==> src/rtl/pipe_reg_elastic.sv <==
`default_nettype none
// ============================================================================
// Module      : pipe_reg_elastic
// Description : DEPTH-stage, WIDTH-bit elastic pipeline with per-stage valid
//               bits, valid/ready handshake on both sides, bubble collapse,
//               upstream back-pressure, synchronous flush and an occupancy count.
// Revision    : 1.0 - initial release
// ============================================================================
module pipe_reg_elastic #(
    parameter int WIDTH    = 8,
    parameter int DEPTH    = 4,
    parameter int CLR_DATA = 0,
    parameter int CNT_W    = 3
) (
    input  logic             clk,
    input  logic             rst,
    input  logic             flush,
    input  logic [WIDTH-1:0] in_data,
    input  logic             in_valid,
    output logic             in_ready,
    output logic [WIDTH-1:0] out_data,
    output logic             out_valid,
    input  logic             out_ready,
    output logic [CNT_W-1:0] occupancy
);

    logic [DEPTH-1:0] valid_q;
    logic [DEPTH-1:0] valid_d;
    logic [DEPTH-1:0] valid_src;
    logic [DEPTH-1:0] adv;
    logic [DEPTH-1:0] load;
    logic [WIDTH-1:0] data_q   [DEPTH];
    logic [WIDTH-1:0] data_src [DEPTH];
    logic [CNT_W-1:0] occ_q;
    logic [CNT_W-1:0] occ_d;
    logic             in_xfer;
    logic             out_xfer;

    // Advance chain runs from the output back to stage 0; a stage may hand on
    // when its successor is empty or is itself handing on.
    always_comb begin
        adv            = '0;
        adv[DEPTH-1]   = out_ready;
        for (int i = DEPTH - 2; i >= 0; i--) begin
            adv[i] = ~valid_q[i+1] | adv[i+1];
        end
        load = ~valid_q | adv;
    end

    always_comb begin
        valid_src[0] = in_valid;
        data_src[0]  = in_data;
        for (int i = 1; i < DEPTH; i++) begin
            valid_src[i] = valid_q[i-1];
            data_src[i]  = data_q[i-1];
        end
    end

    always_comb begin
        valid_d = (load & valid_src) | (~load & valid_q);
        if (flush) begin
            valid_d = '0;
        end
    end

    always_ff @(posedge clk or posedge rst) begin
        if (rst) begin
            valid_q <= '0;
        end else begin
            valid_q <= valid_d;
        end
    end

    generate
        if (CLR_DATA != 0) begin : g_data_clr
            always_ff @(posedge clk or posedge rst) begin
                if (rst) begin
                    for (int i = 0; i < DEPTH; i++) begin
                        data_q[i] <= '0;
                    end
                end else begin
                    for (int i = 0; i < DEPTH; i++) begin
                        if (load[i]) begin
                            data_q[i] <= data_src[i];
                        end
                    end
                end
            end
        end else begin : g_data_noclr
            always_ff @(posedge clk) begin
                for (int i = 0; i < DEPTH; i++) begin
                    if (load[i]) begin
                        data_q[i] <= data_src[i];
                    end
                end
            end
        end
    endgenerate

    assign in_ready  = load[0] & ~flush;
    assign out_valid = valid_q[DEPTH-1] & ~flush;
    assign out_data  = data_q[DEPTH-1];
    assign in_xfer   = in_valid & in_ready;
    assign out_xfer  = out_valid & out_ready;

    // Count tracks popcount(valid_q) by mirroring the two boundary transfers.
    always_comb begin
        occ_d = occ_q;
        if (flush) begin
            occ_d = '0;
        end else if (in_xfer && !out_xfer) begin
            occ_d = occ_q + CNT_W'(1);
        end else if (out_xfer && !in_xfer) begin
            occ_d = occ_q - CNT_W'(1);
        end
    end

    always_ff @(posedge clk or posedge rst) begin
        if (rst) begin
            occ_q <= '0;
        end else begin
            occ_q <= occ_d;
        end
    end

    assign occupancy = occ_q;

endmodule
`default_nettype wire

==> config.mk <==
export PLATFORM = sky130hd
export DESIGN_NAME = pipe_reg_elastic
export DESIGN_NICKNAME = d
export VERILOG_FILES = /design/src/rtl/pipe_reg_elastic.sv
export SDC_FILE = /design/constraint.sdc
export NUM_CORES = 1
export LEC_CHECK = 0
export CORE_UTILIZATION = 35
export CTS_BUF_LIST = sky130_fd_sc_hd__clkbuf_8
export CTS_CLUSTER_SIZE = 12
export DETAILED_ROUTE_END_ITERATION = 10
export DONT_BUFFER_PORTS = 1
export PLACE_DENSITY = 0.57
export SYNTH_ARGS = -nofsm -noshare
export SYNTH_HDL_FRONTEND = slang
export SYNTH_SLANG_ARGS = --single-unit
==> constraint.sdc <==
create_clock -name clk -period 1.6 [get_ports clk]
set_input_delay 0.32 -clock clk [delete_from_list [all_inputs] [get_ports clk]]
set_output_delay 0.32 -clock clk [all_outputs]
set_load 0.1 [all_outputs]
Word-level counts from Yosys, hierarchy flattened
Memory sizes are Yosys's and may differ from the RTL's.
Index checks and enable logic that the tools add are counted.
{ "classes": {"addsub": 2, "muxes": 12, "n_bitwise": 17, "reduce_logical": 5} }
{ "op_table": {"columns": ["operator", "n"], "rows": [
  ["$mux 3", 3],
  ["$and 4x4->4", 2],
  ["$mux 1", 8],
  ["$not 4->4", 2],
  ["$or 4x4->4", 2],
  ["$and 1x1->1", 4],
  ["$mux 4", 1],
  ["$not 1->1", 4],
  ["$add 3x1->3 const B", 1],
  ["$or 1x1->1", 3],
  ["$reduce_bool 3->1", 1],
  ["$sub 3x1->3 const B", 1],
  ["$logic_and 1x1->1", 2],
  ["$logic_not 1->1", 2]
]} }
{ "totals": {"regBits": 7, "ramBits": 32, "in_bits": 13, "output_inout_bits": 13, "word_cells": 39, "memories": 1} }
{ "mem_list": {"columns": ["name", "depth", "width", "rd", "rd_clocked_by_memory_dff", "wr", "line_no", "source"], "rows": [
  ["data_q", 4, 8, 4, 0, 4, "32", "logic [WIDTH-1:0] data_q [DEPTH];"]
]} }

Longest topological paths before layout
Gate-level depths: netlist (run 1).
{ "logic_depth": {"word_depth": 12, "mapped_depth": 6, "mapped_depth_nobuf": 6} }

Least setup slack after synthesis (run 1)
No wires, ideal clock.
{ "synth_timing": {"path_kind": "flip-flop to output port", "from": "register valid_q[3]", "to": "output in_ready", "arrival_time_ps": 2093, "t_required_ps": 1280, "path_slack_ps": -813, "stages_incl_launch_ff": 4, "path_cell_list": "dfrtp_1 nor2b_1 and4_2 nor2_1"} }
{ "synth_via": {"elab_chain_cells": 6} }
{ "synth_lines": {"columns": ["element", "line_no", "source"], "rows": [
  ["start: declaration", "27", "logic [DEPTH-1:0] valid_q;"],
  ["start signal: assignment", "70", "valid_q <= valid_d;"],
  ["$not 1->1", "45", "adv[i] = ~valid_q[i+1] | adv[i+1];"],
  ["$or 1x1->1 (3 in series)", "45", null],
  ["$or 4x4->4", "47", "load = ~valid_q | adv;"],
  ["$and 1x1->1", "100", "assign in_ready = load[0] & ~flush;"],
  ["end: declaration", "20", "output logic in_ready,"]
]} }
No other way between the ends.

Worst setup path after layout (run 1)
Same ends and word-level chain as after synthesis.

==> flow_metrics.tcl, run 1 <==
set metrics [dict create \
    finalCritPeriodShare_pct 100.6 \
    synth-edff-count 32 \
    async_flop_share_pct 17.95 \
    syn_area_um2 1400 \
    r2r_end "occupancy[1]" \
    worst_clock_skew_ns 0.005095 \
    cts_root_buffer "clkbuf_8" \
    final_layout_size_suffix_gt1_share_pct 38.68 \
    rsz0062_at_grt "yes" \
    worstPathRequired_ns 1.28 \
    finalSetupViolCount 1 \
    cts.sinks 39 \
    critPathArrivalTime_ns 1.29 \
    ir_drop_mv 0.7188 \
    maxCapViolCount 0 \
    die_w_um 65.25 \
    cp.buffers_inverters 1 \
    remaining_drc_errors 0 \
    dpl-instance-area_um2 1618 \
    chipHeight_um 65.25 \
    synth_seq_cells 39 \
    portBuffers 0 \
    via_per_inst 4.357 \
    cts_tree "yes" \
    yosysWarnings 0 \
    clk_path_buf_depth 2 \
    critPathTopFamily "simple AND/OR/NAND/NOR gates" \
    die-area_um2 4257 \
    cp_slowest_cell "dfrtp_1" \
    hp-start "flush" \
    worst_path_largest_cell_delay_ns 0.38 \
    avgRoutedWirePerCell_um 11.71 \
    crit_chain "nor2b_1 > and4_4 > nor2_4 > buf_12" \
    avgSynthCellArea_um2 17.50 \
    synth_cells 80 \
    min_to "valid_q[1]" \
    slew_headroom_pct 74.52 \
    dp_hpwl_um 1267 \
    rr_worst_depth 5 \
    r2r_setup_slack_ns 0.01 \
    synthTopCellsByArea "edfxtp_1 69%, dfrtp_1 13%, inv_1 2.1%" \
    ys.flop_type "edfxtp_1" \
    max_freq_mhz 621.3 \
    finalInstanceArea_um2 1773 \
    setup_ws_ns -0.009488 \
    power.leakage_uw 0.0006843 \
    core_um2 3744 \
    grt_usage_pct 10.35 \
    synth-seq-area-share_pct 81.14 \
    num_rows 22 \
    place_ws_ns -0.007426 \
    drtPass1Iterations 4 \
    startpoint_type "register" \
    drt_iter0_drc 12 \
    seq_area_um2 1145 \
    overflow 0 \
    wl_um 1804 \
    period_needed_ns 1.609 \
    cts_buffers 5 \
    clk_pin_slew_ns 0.07 \
    failed_checks "negative setup slack" \
    area_growth_pct 26.63 \
    slew_viol_final 0 \
    antenna_found_initial 0 \
    r2r_start "valid_q[1]" \
    worst-slew-pin-transition_ns 0.3812 \
    detail-route-antenna-nets 0 \
    hold_path_depth 1 \
    ys_top_cells_by_count "32 x edfxtp_1, 8 x inv_1, 8 x nor2_1" \
    cp-end-kind "output pin" \
    vias 671 \
    netlist.area_leader.share_pct 68.63 \
    cts_max_level 2 \
    critical_path_class "register to output pin" \
    outcome "complete, but fails checks" \
    ioPinCount 26 \
    hp-class "input port to register" \
    grt_max_degree 14 \
    ys_types 24 \
    fillers 349 \
    yosysTopAreaCell "edfxtp_1" \
    grt_pass1_vias 697 \
    multi_input_area_um2 261.5 \
    hold_viol 0 \
    final_util_pct 47.36 \
    crit_fanout 3 \
    start_util_pct 37.40 \
    clk_latency_ns 0.29 \
    gp_congestion 0.7151 \
    grt_pass1_wl_um 3077 \
    yosysMostFrequentCell "edfxtp_1" \
    power.density_nw_per_um2 1329 \
    syn_nets 94 \
    antennaDiodeCount 0 \
    final_nets 119 \
]
## layout make-up
cell class | instances | area share [%]
Sequential cell | 39 | 64.57
Clock inverter | 3 | 2.470
Clock buffer | 5 | 3.881
Inverter | 8 | 1.835
Multi-Input combinational cell | 32 | 14.75
Tap cell | 48 | 3.387
Timing Repair Buffer | 19 | 9.104
## layout by cell type (no fill, tap or decap)
cell type       n
nor2b_1         1
o21ai_0         1
o211ai_1        3
bufinv_16       1
clkinv_2        1
buf_4          16
xnor2_1         1
nor3_1          1
or4_1           1
buf_12          1
mux2_4          1
a21oi_4         1
inv_1           6
a21oi_1         2
nor2_4          1
a21boi_2        1
clkinv_4        1
a31o_4          1
clkbuf_8        5
and3_4          1
mux2i_1         1
dfrtp_2         1
and4_4          1
dfrtp_1         4
inv_4           1
fa_2            1
dlygate4sd3_1   1
edfxtp_1       32
nor2_1          7
nand2b_1        1
nand2_1         2
buf_6           1
nand3_1         1
nor2b_4         1
dfrtp_4         2
or3_4           1
inv_2           1
## sequential cells by signal, indices dropped and copies added (netlist names)
signal and flops:
data_q 32, valid_q 4, occupancy 3
## power by group
group | internal, uW | switching [uW]
Clock | 464 | 326
Sequential | 1170 | 25.5
Combinational | 96.7 | 277
## metrics by stage
step	total power (uW)	setup TNS (ns)	hold slack (ns)	cells
2_1_floorplan	1508	-0.08950	0.1234	80
3_3_place_gp	1570	0	0.1566	143
3_5_place_dp	1582	-0.007426	0.1699	143
4_1_cts	2377	-0.02566	0.08492	154
5_1_grt	2445	-0.1632	0.08044	154
6_report	2357	-0.009488	0.09466	154
## worst max-delay path by stage
stage	start	to	slack, ns	depth (start not counted)
2_1_floorplan	valid_q[3]	in_ready	-0.05	3
3_3_place_gp	valid_q[1]	occupancy[1]	0.06	5
3_5_place_dp	valid_q[1]	occupancy[1]	-0.007	5
4_1_cts	valid_q[3]	in_ready	-0.03	4
5_1_grt	valid_q[3]	in_ready	-0.08	4
6_report	valid_q[3]	in_ready	-0.009	4
## cells by family (layout without fill, tap and decap cells)
logic type | count (synthesis) | count (layout) | synth area share (%)
multiplexers | 2 | 2 | 1.787
adder cells (fa/ha/maj) | 1 | 1 | 1.430
AO/OA/AOI/OAI | 9 | 9 | 5.362
flip-flops | 39 | 39 | 81.14
buffers and inverters | 9 | 35 | 2.413
XOR/XNOR | 1 | 1 | 0.6257
AND/OR/NAND/NOR | 19 | 19 | 7.239
## layer usage
metal | vias up | wire length [um] | track usage [%]
li1 | 337 | - | -
met5 | - | 0 | 0
met4 | 0 | 40 | 5.707
met3 | 5 | 120 | 4.688
met2 | 24 | 863 | 15.85
met1 | 305 | 778 | 12.02
## repair_timing
item,in CTS,in global routing
resized for setup,3,1
endpoints found under the setup margin,2,3
pin swaps,0,1
hold endpoints to repair,7,0
setup buffers,2,0
hold buffers,1,0
(Power assumes the default switching activity.)
==> inputs of run 2 (changes only) <==
- SKIP_CTS_REPAIR_TIMING: default -> 1
==> run 2 against run 1 <==
Against the previous run:
- the run still ends with negative setup slack left
- non-clock buffer count decreased by 1
- utilization about the same
- combinational power about the same
- register-to-register slack about the same
- via count decreased by 0.30%
- global-route usage decreased by 0.38 points
- first-iteration DRC count increased by 8.3%
- clock power about the same
- clock skew about the same
- clock-buffer cell count unchanged
- critical path depth unchanged
- critical endpoint unchanged
==> flow_metrics.tcl, run 2 (synthesis results as in run 1) <==
set metrics [dict create \
    outcome "complete, but fails checks" \
    die_w_um 65.25 \
    hp-class "input port to register" \
    cts.sinks 39 \
    num_rows 22 \
    worst_path_largest_cell_delay_ns 0.40 \
    finalCritPeriodShare_pct 102.6 \
    final_nets 118 \
    rsz0062_at_grt "yes" \
    cts_max_level 2 \
    grt_max_degree 14 \
    cts_root_buffer "clkbuf_8" \
    cp_slowest_cell "dfrtp_1" \
    overflow 0 \
    avgRoutedWirePerCell_um 11.67 \
    r2r_end "occupancy[1]" \
    finalSetupViolCount 1 \
    power.density_nw_per_um2 1327 \
    tns_ns -0.04159 \
    ir_drop_mv 0.7188 \
    crit_fanout 5 \
    final_cell_mix "32 x edfxtp_1, 15 x buf_4, 7 x nor2_1, 6 x inv_1, 5 x clkbuf_8" \
    wl_um 1785 \
    detail-route-antenna-nets 0 \
    cts_tree "yes" \
    place_ws_ns -0.007426 \
    antennaDiodeCount 0 \
    rr_worst_depth 5 \
    worst_clock_skew_ns 0.005136 \
    grt_pass1_wl_um 2953 \
    critPathArrivalTime_ns 1.32 \
    worstPathRequired_ns 1.28 \
    area_growth_pct 26.72 \
    ioPinCount 26 \
    drtPass1Iterations 4 \
    maxCapViolCount 0 \
    startpoint "valid_q[2]" \
    startpoint_type "register" \
    wl_met1_um 765 \
    antenna_found_initial 0 \
    met3_length_um 118 \
    crit_chain "buf_6 > and4_4 > nor2_4 > buf_12" \
    r2r_setup_slack_ns 0.02 \
    setup_ws_ns -0.04159 \
    via_per_inst 4.373 \
    cp-endpoint "in_ready" \
    largest_reg_flops 32 \
    gp_congestion 0.7151 \
    vias 669 \
    start_util_pct 37.40 \
    slew_headroom_pct 74.50 \
    grt_pass1_vias 668 \
    chipHeight_um 65.25 \
    largest_register "data_q" \
    dp_hpwl_um 1267 \
    cts_buffers 5 \
    final_layout_size_suffix_gt1_share_pct 40.00 \
    period_needed_ns 1.642 \
    remaining_drc_errors 0 \
    core_um2 3744 \
    worst-slew-pin-transition_ns 0.3815 \
    clk_path_buf_depth 2 \
    hold_viol 0 \
    dr.max_layer_used "met4" \
    max_freq_mhz 609.2 \
    cp-end-kind "output pin" \
    grt_usage_pct 9.974 \
    power.leakage_uw 0.0006784 \
    power_uw 2354 \
    die-area_um2 4257 \
    met2_length_um 872 \
    final_common_cell "edfxtp_1" \
    clk_pin_slew_ns 0.07 \
    failed_checks "negative setup slack" \
    portBuffers 0 \
    drt_iter0_drc 13 \
    slew_viol_final 0 \
    r2r_start "valid_q[0]" \
    critical_path_class "register to output pin" \
    clk_latency_ns 0.29 \
]
run 2: changes by cell type in the layout (fill, tap and decap cells not counted), sizes merged:
cell and change:
buf -1
run 2: through the flow:
stage	instances	instance area, um^2	hold slack, ns	util (%)
finish	153	1774	0.09356	47.39
global route	153	1774	0.08046	47.39
CTS	151	1730	-0.1427	46.22
detailed placement	143	1618	0.1699	43.22
global placement	143	1618	0.1566	43.22
floorplan	80	1429	0.1234	-
run 2: how the worst min path moves through the flow:
stage,start,endpoint,slack [ns],cells after the start
after global routing,flush,valid_q[1],0.08,1
after global placement,rst,occupancy[0],0.16,1
final,flush,valid_q[3],0.09,1
after detailed placement,rst,occupancy[0],0.17,1
after floorplan,rst,valid_q[0],0.12,1
after CTS,rst,occupancy[0],-0.14,1
run 2: power by group:
group	total [uW]	switching, uW	leakage, uW	internal, uW
registers	1190	25.8	0.000425	1170
logic	371	275	0.000195	95.9
clock network	789	326	0.0000581	464
total	2350	627	0.000678	1730
run 2: routing by layer:
layer	vias to the layer above	global-route usage [%]
met3	4	4.688
met5	-	0
met4	0	5.707
met1	306	11.79
met2	22	14.82
li1	337	-
run 2: critical path, delay by kind of cell, from the launching register on:
kind | cells | cell delay (ns)
flip-flops | 1 | 0.40
buffers and inverters | 2 | 0.31
AND/OR/NAND/NOR | 2 | 0.32
run 2: cell type report:
| class | count | area [um^2] |
|---|---|---|
| timing repair buffer | 18 | 153.9 |
| clock inverter | 3 | 43.79 |
| tap | 48 | 60.06 |
| fill | 343 | 1969 |
| multi-input combinational | 32 | 269.0 |
| inverter | 8 | 32.53 |
| sequential | 39 | 1146 |
| clock buffer | 5 | 68.82 |
